[config.mk]
export PLATFORM = sky130hd
export DESIGN_NAME = counter_8bit_monitor
export DESIGN_NICKNAME = d
export VERILOG_FILES = /design/src/rtl/counter_8bit_monitor.sv
export SDC_FILE = /design/constraint.sdc
export NUM_CORES = 1
export LEC_CHECK = 0
export ABC_CLOCK_PERIOD_IN_PS = 3650
export BUFFER_PORTS_ARGS = -buffer_cell sky130_fd_sc_hd__buf_2
export CAP_MARGIN = 40
export CELL_PAD_IN_SITES_DETAIL_PLACEMENT = 1
export CELL_PAD_IN_SITES_GLOBAL_PLACEMENT = 1
export CORE_MARGIN = 4
export CORE_UTILIZATION = 43
export DETAILED_ROUTE_END_ITERATION = 8
export GPL_TIMING_DRIVEN = 0
export PLACE_DENSITY = 0.8
export SKIP_LAST_GASP = 1
export SYNTH_ARGS = -nofsm -noshare
export SYNTH_HDL_FRONTEND = slang
export SYNTH_SLANG_ARGS = --single-unit
[constraint.sdc]
create_clock -name clk -period 3.65 [get_ports clk]
set_input_delay 0.365 -clock clk [delete_from_list [all_inputs] [get_ports clk]]
set_output_delay 0.365 -clock clk [all_outputs]
set_load 0.005 [all_outputs]
[src/rtl/counter_8bit_monitor.sv]
// In-system checker for counter_8bit: predicts each count/overflow sample from the
// previous observed sample and records mismatches, wrap events and the first failing value.
module counter_8bit_monitor #(
    parameter int WIDTH       = 8,
    parameter int ERR_CNT_W   = 16,
    parameter bit STOP_ON_ERR = 1'b0
) (
    input  logic                 clk,
    input  logic                 rst,
    input  logic                 check_en,
    input  logic                 clr_err,
    input  logic                 enable,
    input  logic                 up_down,
    input  logic [WIDTH-1:0]     count,
    input  logic                 overflow,
    output logic                 mismatch,
    output logic                 err_sticky,
    output logic [ERR_CNT_W-1:0] err_cnt,
    output logic [ERR_CNT_W-1:0] wrap_cnt,
    output logic [WIDTH-1:0]     exp_count,
    output logic [WIDTH-1:0]     first_err_count,
    output logic                 tracking
);

    typedef enum logic [1:0] {
        IDLE  = 2'd0,
        SYNC  = 2'd1,
        TRACK = 2'd2,
        HALT  = 2'd3
    } state_t;

    localparam logic [WIDTH-1:0]     CNT_ZERO = {WIDTH{1'b0}};
    localparam logic [WIDTH-1:0]     CNT_ONE  = {{(WIDTH-1){1'b0}}, 1'b1};
    localparam logic [WIDTH-1:0]     CNT_ONES = {WIDTH{1'b1}};
    localparam logic [ERR_CNT_W-1:0] EC_ZERO  = {ERR_CNT_W{1'b0}};
    localparam logic [ERR_CNT_W-1:0] EC_ONE   = {{(ERR_CNT_W-1){1'b0}}, 1'b1};
    localparam logic [ERR_CNT_W-1:0] EC_MAX   = {ERR_CNT_W{1'b1}};

    state_t             state_r;
    state_t             state_next_s;
    logic [WIDTH-1:0]   prev_count_r;
    logic               prev_en_r;
    logic               prev_ud_r;
    logic               first_err_flag_r;
    logic               exp_ovf_s;
    logic               compare_s;
    logic               fail_s;
    logic               load_prev_s;

    // Counters hold at all-ones instead of wrapping.
    function automatic logic [ERR_CNT_W-1:0] sat_inc(input logic [ERR_CNT_W-1:0] value);
        if (value == EC_MAX) begin
            return value;
        end else begin
            return value + EC_ONE;
        end
    endfunction

    // Prediction of the current sample from the previous observed sample.
    always_comb begin
        exp_count = prev_count_r;
        exp_ovf_s = 1'b0;
        if (prev_en_r) begin
            if (prev_ud_r) begin
                exp_count = prev_count_r + CNT_ONE;
                exp_ovf_s = (prev_count_r == CNT_ONES);
            end else begin
                exp_count = prev_count_r - CNT_ONE;
                exp_ovf_s = (prev_count_r == CNT_ZERO);
            end
        end else begin
            exp_count = prev_count_r;
            exp_ovf_s = 1'b0;
        end
    end

    assign compare_s   = (state_r == TRACK) && check_en;
    assign fail_s      = compare_s && ((count != exp_count) || (overflow != exp_ovf_s));
    assign load_prev_s = (state_r == SYNC) || (state_r == TRACK);

    // Next-state logic; dropping check_en always returns to IDLE.
    always_comb begin
        state_next_s = state_r;
        if (!check_en) begin
            state_next_s = IDLE;
        end else begin
            case (state_r)
                IDLE:    state_next_s = SYNC;
                SYNC:    state_next_s = TRACK;
                TRACK: begin
                    if (fail_s && STOP_ON_ERR) begin
                        state_next_s = HALT;
                    end else begin
                        state_next_s = TRACK;
                    end
                end
                HALT: begin
                    if (clr_err) begin
                        state_next_s = IDLE;
                    end else begin
                        state_next_s = HALT;
                    end
                end
                default: state_next_s = IDLE;
            endcase
        end
    end

    // State register and tracking flag.
    always_ff @(posedge clk or posedge rst) begin
        if (rst) begin
            state_r  <= IDLE;
            tracking <= 1'b0;
        end else begin
            state_r  <= state_next_s;
            tracking <= (state_next_s == TRACK);
        end
    end

    // Previous-sample registers, reloaded from observed values so a glitch fails once.
    always_ff @(posedge clk or posedge rst) begin
        if (rst) begin
            prev_count_r <= CNT_ZERO;
            prev_en_r    <= 1'b0;
            prev_ud_r    <= 1'b0;
        end else if (load_prev_s) begin
            prev_count_r <= count;
            prev_en_r    <= enable;
            prev_ud_r    <= up_down;
        end
    end

    // Error reporting; a simultaneous clear wins over a failing sample.
    always_ff @(posedge clk or posedge rst) begin
        if (rst) begin
            mismatch         <= 1'b0;
            err_sticky       <= 1'b0;
            err_cnt          <= EC_ZERO;
            first_err_count  <= CNT_ZERO;
            first_err_flag_r <= 1'b0;
        end else begin
            mismatch <= fail_s;
            if (clr_err) begin
                err_sticky       <= 1'b0;
                err_cnt          <= EC_ZERO;
                first_err_count  <= CNT_ZERO;
                first_err_flag_r <= 1'b0;
            end else if (fail_s) begin
                err_sticky <= 1'b1;
                err_cnt    <= sat_inc(err_cnt);
                if (!first_err_flag_r) begin
                    first_err_count  <= count;
                    first_err_flag_r <= 1'b1;
                end
            end
        end
    end

    // Wrap events count only correctly predicted overflows; only rst clears them.
    always_ff @(posedge clk or posedge rst) begin
        if (rst) begin
            wrap_cnt <= EC_ZERO;
        end else if (compare_s && !fail_s && exp_ovf_s) begin
            wrap_cnt <= sat_inc(wrap_cnt);
        end
    end

endmodule

* After elaboration in Yosys (flattened, before gate mapping)
Cells that the tools add are included.
Widths: inputs -> output; s select.
** Storage, ports and cells
- Bits in registers :: 55
- Bits of input ports :: 15
** Cells by class
- Reductions and logical operators :: 14
- Equal/unequal tests :: 11
- Bitwise gates (word level) :: 1
- Add/sub/neg operators :: 4
- Multiplexer cells :: 15
** Operators with widths (count)
- $mux 16 :: 3
- $mux 8 :: 5
- $add 16x1->16 const B :: 2
- $eq 16x16->1 const B :: 2
- $add 8x1->8 const B :: 1
- $eq 8x8->1 const B :: 1
- $logic_not 8->1 :: 1
- $ne 8x8->1 :: 1
- $sub 8x1->8 const B :: 1
- $eq 2x2->1 const B :: 3
- $pmux 2 s3 :: 1
- $reduce_and 2->1 :: 3
- $logic_and 1x1->1 :: 4
- $mux 1 :: 4
- $mux 2 :: 2
- $ne 2x2->1 const B :: 2
- $eq 2x1->1 const B :: 1
- $logic_not 2->1 :: 1
- $logic_or 1x1->1 :: 2
- $reduce_bool 2->1 :: 1
- $reduce_or 2->1 :: 1
- $logic_not 1->1 :: 1
- $ne 1x1->1 :: 1
- $not 1->1 :: 1

* Logic depth before layout (Yosys ltp)
- Depth in word-level cells :: 10
- Mapped depth :: 14
- Gate-level depth less buffers :: 11

* Least setup slack after synthesis
OpenSTA, ideal clock, no wires.
- Path kind :: register -> register
- Start :: reg prev_ud_r
- End :: reg err_cnt[9]
- Buffers on the path :: 2
- Data arrival time :: 2.948 ns
- Slack :: 0.577 ns
- Cell stages (with the launch flop) :: 14
- Library setup time :: 0.125 ns
- Data required time :: 3.525 ns
- Period minus slack after synthesis :: 3.073 ns
- Path through :: dfrtp_1 -> inv_1 -> ha_1 -> nor2b_2 -> or3_1 -> nand4_2 -> xor2_1 -> nor4_4 -> o211ai_2 -> buf_6 -> and3_1 -> buf_4 -> nand3_2 -> mux2_4
** Between the ends
- Longest elaborated chain between the ends :: 7
** RTL lines
- start: declaration :: RTL line 43 : logic prev_ud_r;
- start signal: assignment :: RTL line 129 : prev_ud_r <= up_down;
- $mux 8 :: RTL line 64 : if (prev_ud_r) begin
- $mux 8 :: RTL line 63 : if (prev_en_r) begin
- named net exp_count[4] :: RTL line 20 : output logic [WIDTH-1:0] exp_count,
- $ne 8x8->1 :: RTL line 78 : assign fail_s = compare_s && ((count != exp_count) || (overflow != exp_ovf_s));
- $logic_or 1x1->1 :: RTL line 78
- $logic_and 1x1->1 :: RTL line 78
- $reduce_bool 2->1 (no source line)
- $reduce_and 2->1 (no source line)
- end signal: assignment :: RTL line 150 : err_cnt <= sat_inc(err_cnt);
- end: declaration :: RTL line 18 : output logic [ERR_CNT_W-1:0] err_cnt,
The timed path passes the listed nets, and every way through them passes these cells.
A chain may end at the register's enable or synchronous reset.

* Worst setup path after layout
- Start :: reg prev_ud_r
- End :: reg err_cnt[9]
** Between the ends
- Longest elaborated chain between the ends :: 7
** RTL lines (RTL line)
- $mux 8 / $mux 1 (equally long branches) :: 64
- $mux 8 / $mux 1 (equally long branches) :: 63
- $ne 8x8->1 / $ne 1x1->1 (equally long branches) :: 78
- $logic_or 1x1->1 (*) :: 78
- $logic_and 1x1->1 (*) :: 78
- $reduce_bool 2->1 (no source line) (*)
- $reduce_and 2->1 (no source line) (*)
Every way passes the cells marked *; elsewhere a longest branch is shown, timed or not.

==> summary.md <==
| Metric | Value |
|---|---|
| Hold WC Path Type | input port to asynchronous set/reset pin |
| Layout net count | approximately 440 |
| H-tree levels | 2 |
| DRT iter0 DRCs | 73 |
| Wire per inst | between 15 and 20 um |
| Mapped cell area | 0.00340 mm2 |
| Post-DRT Antenna Nets | 0 |
| Async set-reset flop share out of synthesis | 100% |
| CTS clock-pin slew for the worst setup and hold paths | ~0.090 ns |
| Slew headroom | about three fifths |
| R2r worst-path depth | 13 |
| Clk_skew | 0.00610 ns |
| Multi-input logic area | 0.00190 mm2 |
| Fmax | 0.287 GHz |
| Post-synth EDFFs | 0 |
| FF-to-FF setup slack | 0.16 ns |
| Die H | between 90 and 100 um |
| Synth warn | 0 |
| CTS Sinks | 55 |
| Initial Utilization | between 40 and 50% |
| Grt ovf | 0 |
| # DRC | 0 |
| Vias per inst | approximately 5.6 |
| Die footprint | approximately 0.0094 mm2 |
| Area grow syn2layout | 17.4% |
| R2r startpoint | prev_ud_r |
| Ys flop type | dfrtp_1 |
| # rows | 32 |
| Final hold viol count | 0 |
| Worst-path cell chain | clkinvlp_4 > ha_1 > a21oi_2 > nand2_1 > a41oi_4 > mux2i_1 > o31a_1 > o211ai_2 > buf_6 > and3_1 > buf_4 > nand3_2 > mux2_4 |
| Fin area | approximately 0.004 mm2 |
| Critical Path Stages | 13 |
| Worst path arrival time | 3.68 ns |
| Reg area | roughly 0.0014 mm2 |
| Fraction of layout cells with a size suffix above 1 | about a quarter |
| Ant. Diodes | 0 |
| CTS Root Buffer Type | clkbuf_8 |
| Yosys reg bits | 55 |
| Maximum vdd drop | 0.253 mV |
| Startpoint Class | register |
| Post-synth top area share | approximately 40% |
| Cts hold-fix bufs | 0 |
| Pwr dens | 687 mW/mm2 |
| Pre-CTS WS | -0.0175 ns |
| CP max stage delay | ~0.48 ns |
| Core Box Area | 0.00769 mm2 |
| Cts bufs inserted | 5 |
| CTS tree | done |
| Post-cts gate resize count | 0 |
| Buffers on Ports | 63 |
| Initial antenna violation count | 0 |
| Fin. max-slew vios | 0 |
| Hold slack | 0.0985 ns |
| Clock Tree Buf Depth | 2 |
| Most numerous cell in the Yosys netlist | dfrtp_1 |
| # setup viols final | 0 |
| Count of cell types in the netlist | just over 60 |
| CP required | 3.84 ns |
| CP Class | register to register |
| Pre-antenna DRT Iters | 4 |
| Worst-skew pair later-pin latency | ~0.3 ns |
| Cell Area, Placed | a little under 0.004 mm2 |
| Worst path bufs/invs | 3 |
| Max stage delay cell, worst path | dfrtp_2 |
| GRT Total Usage | about a fifth |
| Synth area leaders | dfrtp_1 (41%), xnor2_1 (5.9%), ha_1 (4.1%) |
| Post-synth top cells | dfrtp_1 (55), nor2_1 (33), nand2_1 (24) |
| Power Total | about 2.7 mW |
| MaxCap Viol Count | 0 |
| I/O Pins | 66 |
| Post-CTS Setup Repair Bufs | 0 |
| Pleak | 1.91 nW |
| Tmin final | 3.49 ns |
| CP top delay family | compound AO/OA/AOI/OAI gates |
| Sequential area share after synthesis | roughly 41% |
| R2r endpoint | err_cnt[9] |
| Outcome | complete, no violations |
| Post-synthesis cell count | around 350 |
| TNS Setup | 0 ns |
| Cells after DPL | 511 |
| Post-synth top area cell | dfrtp_1 |
| GP Congestion | around 0.86 |
| Final WL | roughly 9000 um |
| Cell Count, Final, Fillers Out | a little over 500 |
| Fin crit share | a little over nine tenths |
| Slew @ Worst Pin | around 0.60 ns |
| Filler cells | 909 |
| Syn Nets | around 370 |
| Layout Utilization | 51.9% |
| Largest net degree at the start of global routing | 33 |
| Final worst slack | ~0.16 ns |
| Die X | slightly below 100 um |
| Routed vias | between 2k and 3k |
| Avg Cell Area, Syn | 9.85 um2 |
| Worst-path fanout max | 10 |
| Detail Placement HPWL | between 6000 and 7000 um |
| Crit end category | register |
| Vias in the first global route | 3077 |
| First-pass GRT wire length | approximately 15000 um |
-- layout by cell type, fill, tap and decap left out, types with 2 or more instances in the layout --
cell type  synthesis  final
nor2b_1            4      4
mux2_2             8      8
inv_1             13     11
xnor2_1           23     23
nand2b_1           2      2
nor3_1             3      3
buf_2              4     67
nand2_1           24     24
nand3_1           14     14
inv_2              1      2
dfrtp_1           55     54
nand4_1           20     20
a21boi_0           2      2
or3_1              4      4
nor2_1            33     33
o21a_1             5      5
and4_1             2      2
nor3_4             1      2
nand3_2            2      2
a21oi_1            8      8
o21ai_0           11     11
a31oi_1            2      2
nor4_1             2      2
a21o_1             2      2
mux2_4             2      2
o32a_1             2      2
clkbuf_8           0      5
and2_1             7      7
mux2i_1           11     11
ha_1              11     10
and3_1            14     14
clkbuf_1           7      8
buf_6              3      3
xor2_1            15     15
-- worst max path at each step --
stage / startpoint / endpoint / slack [ns]
final: prev_ud_r / err_cnt[9] / 0.16
after global routing: prev_ud_r / wrap_cnt[12] / -0.003
after CTS: prev_ud_r / wrap_cnt[4] / 0.003
after detailed placement: prev_ud_r / wrap_cnt[15] / -0.02
after global placement: prev_ud_r / wrap_cnt[15] / 0.11
after floorplan: prev_ud_r / err_cnt[9] / 0.58
-- cell families (layout without fill, tap and decap cells) --
logic type | after synthesis | after routing | synth area share [%]
and+or+nand+nor | 141 | 141 | 23.1
AOI/OAI and AO/OA | 49 | 49 | 11.1
buffers and inverters | 29 | 100 | 4.13
DFF | 55 | 55 | 40.5
adders and majority gates | 12 | 12 | 4.64
muxes | 21 | 21 | 6.78
xor gates and xnor gates | 38 | 38 | 9.80
-- per-layer routing --
| metal | share of wire [%] | vias to the layer above | wire [um] | track usage (%) |
|---|---|---|---|---|
| met5 | 0 | - | 0 | 0 |
| met4 | 1.5 | 0 | 130 | 5.29 |
| met3 | 3.6 | 13 | 327 | 3.68 |
| met2 | 50 | 57 | 4450 | 33.6 |
| met1 | 45 | 1447 | 4060 | 25.2 |
| li1 | - | 1371 | - | - |
-- registers in the layout, indices dropped and copies added, names as in the netlist --
register,cells
err_cnt,16
wrap_cnt,16
first_err_count,8
prev_count_r,8
state_r,2
first_err_flag_r,1
mismatch,1
prev_en_r,1
prev_ud_r,1
tracking,1
-- worst register-to-register path, cell delays in order, from the launching register on --
cell and delay (ns):
dfrtp_2 0.48, clkinvlp_4 0.23, ha_1 0.46, a21oi_2 0.21
nand2_1 0.10, a41oi_4 0.29, mux2i_1 0.17, o31a_1 0.31
o211ai_2 0.27, buf_6 0.18, and3_1 0.16, buf_4 0.15
nand3_2 0.08, mux2_4 0.30
-- power breakdown --
| part | internal [mW] | leakage, nW | switching (mW) |
|---|---|---|---|
| logic | 0.665 | 1.11 | 0.911 |
| registers | 0.674 | 0.746 | 0.0949 |
| clock network | 0.202 | 0.0513 | 0.192 |
-- final cells by class --
class | instances | share of cell area (%)
flip-flops and latches | 55 | 34.5
clock inverters | 1 | 0.753
clock buffers | 6 | 1.82
well taps | 102 | 3.20
multi-input cells | 261 | 47.7
plain buffers | 15 | 2.20
repair buffers | 64 | 8.41
inverters | 14 | 1.41
Note: power is estimated with default switching activity, not from simulation.
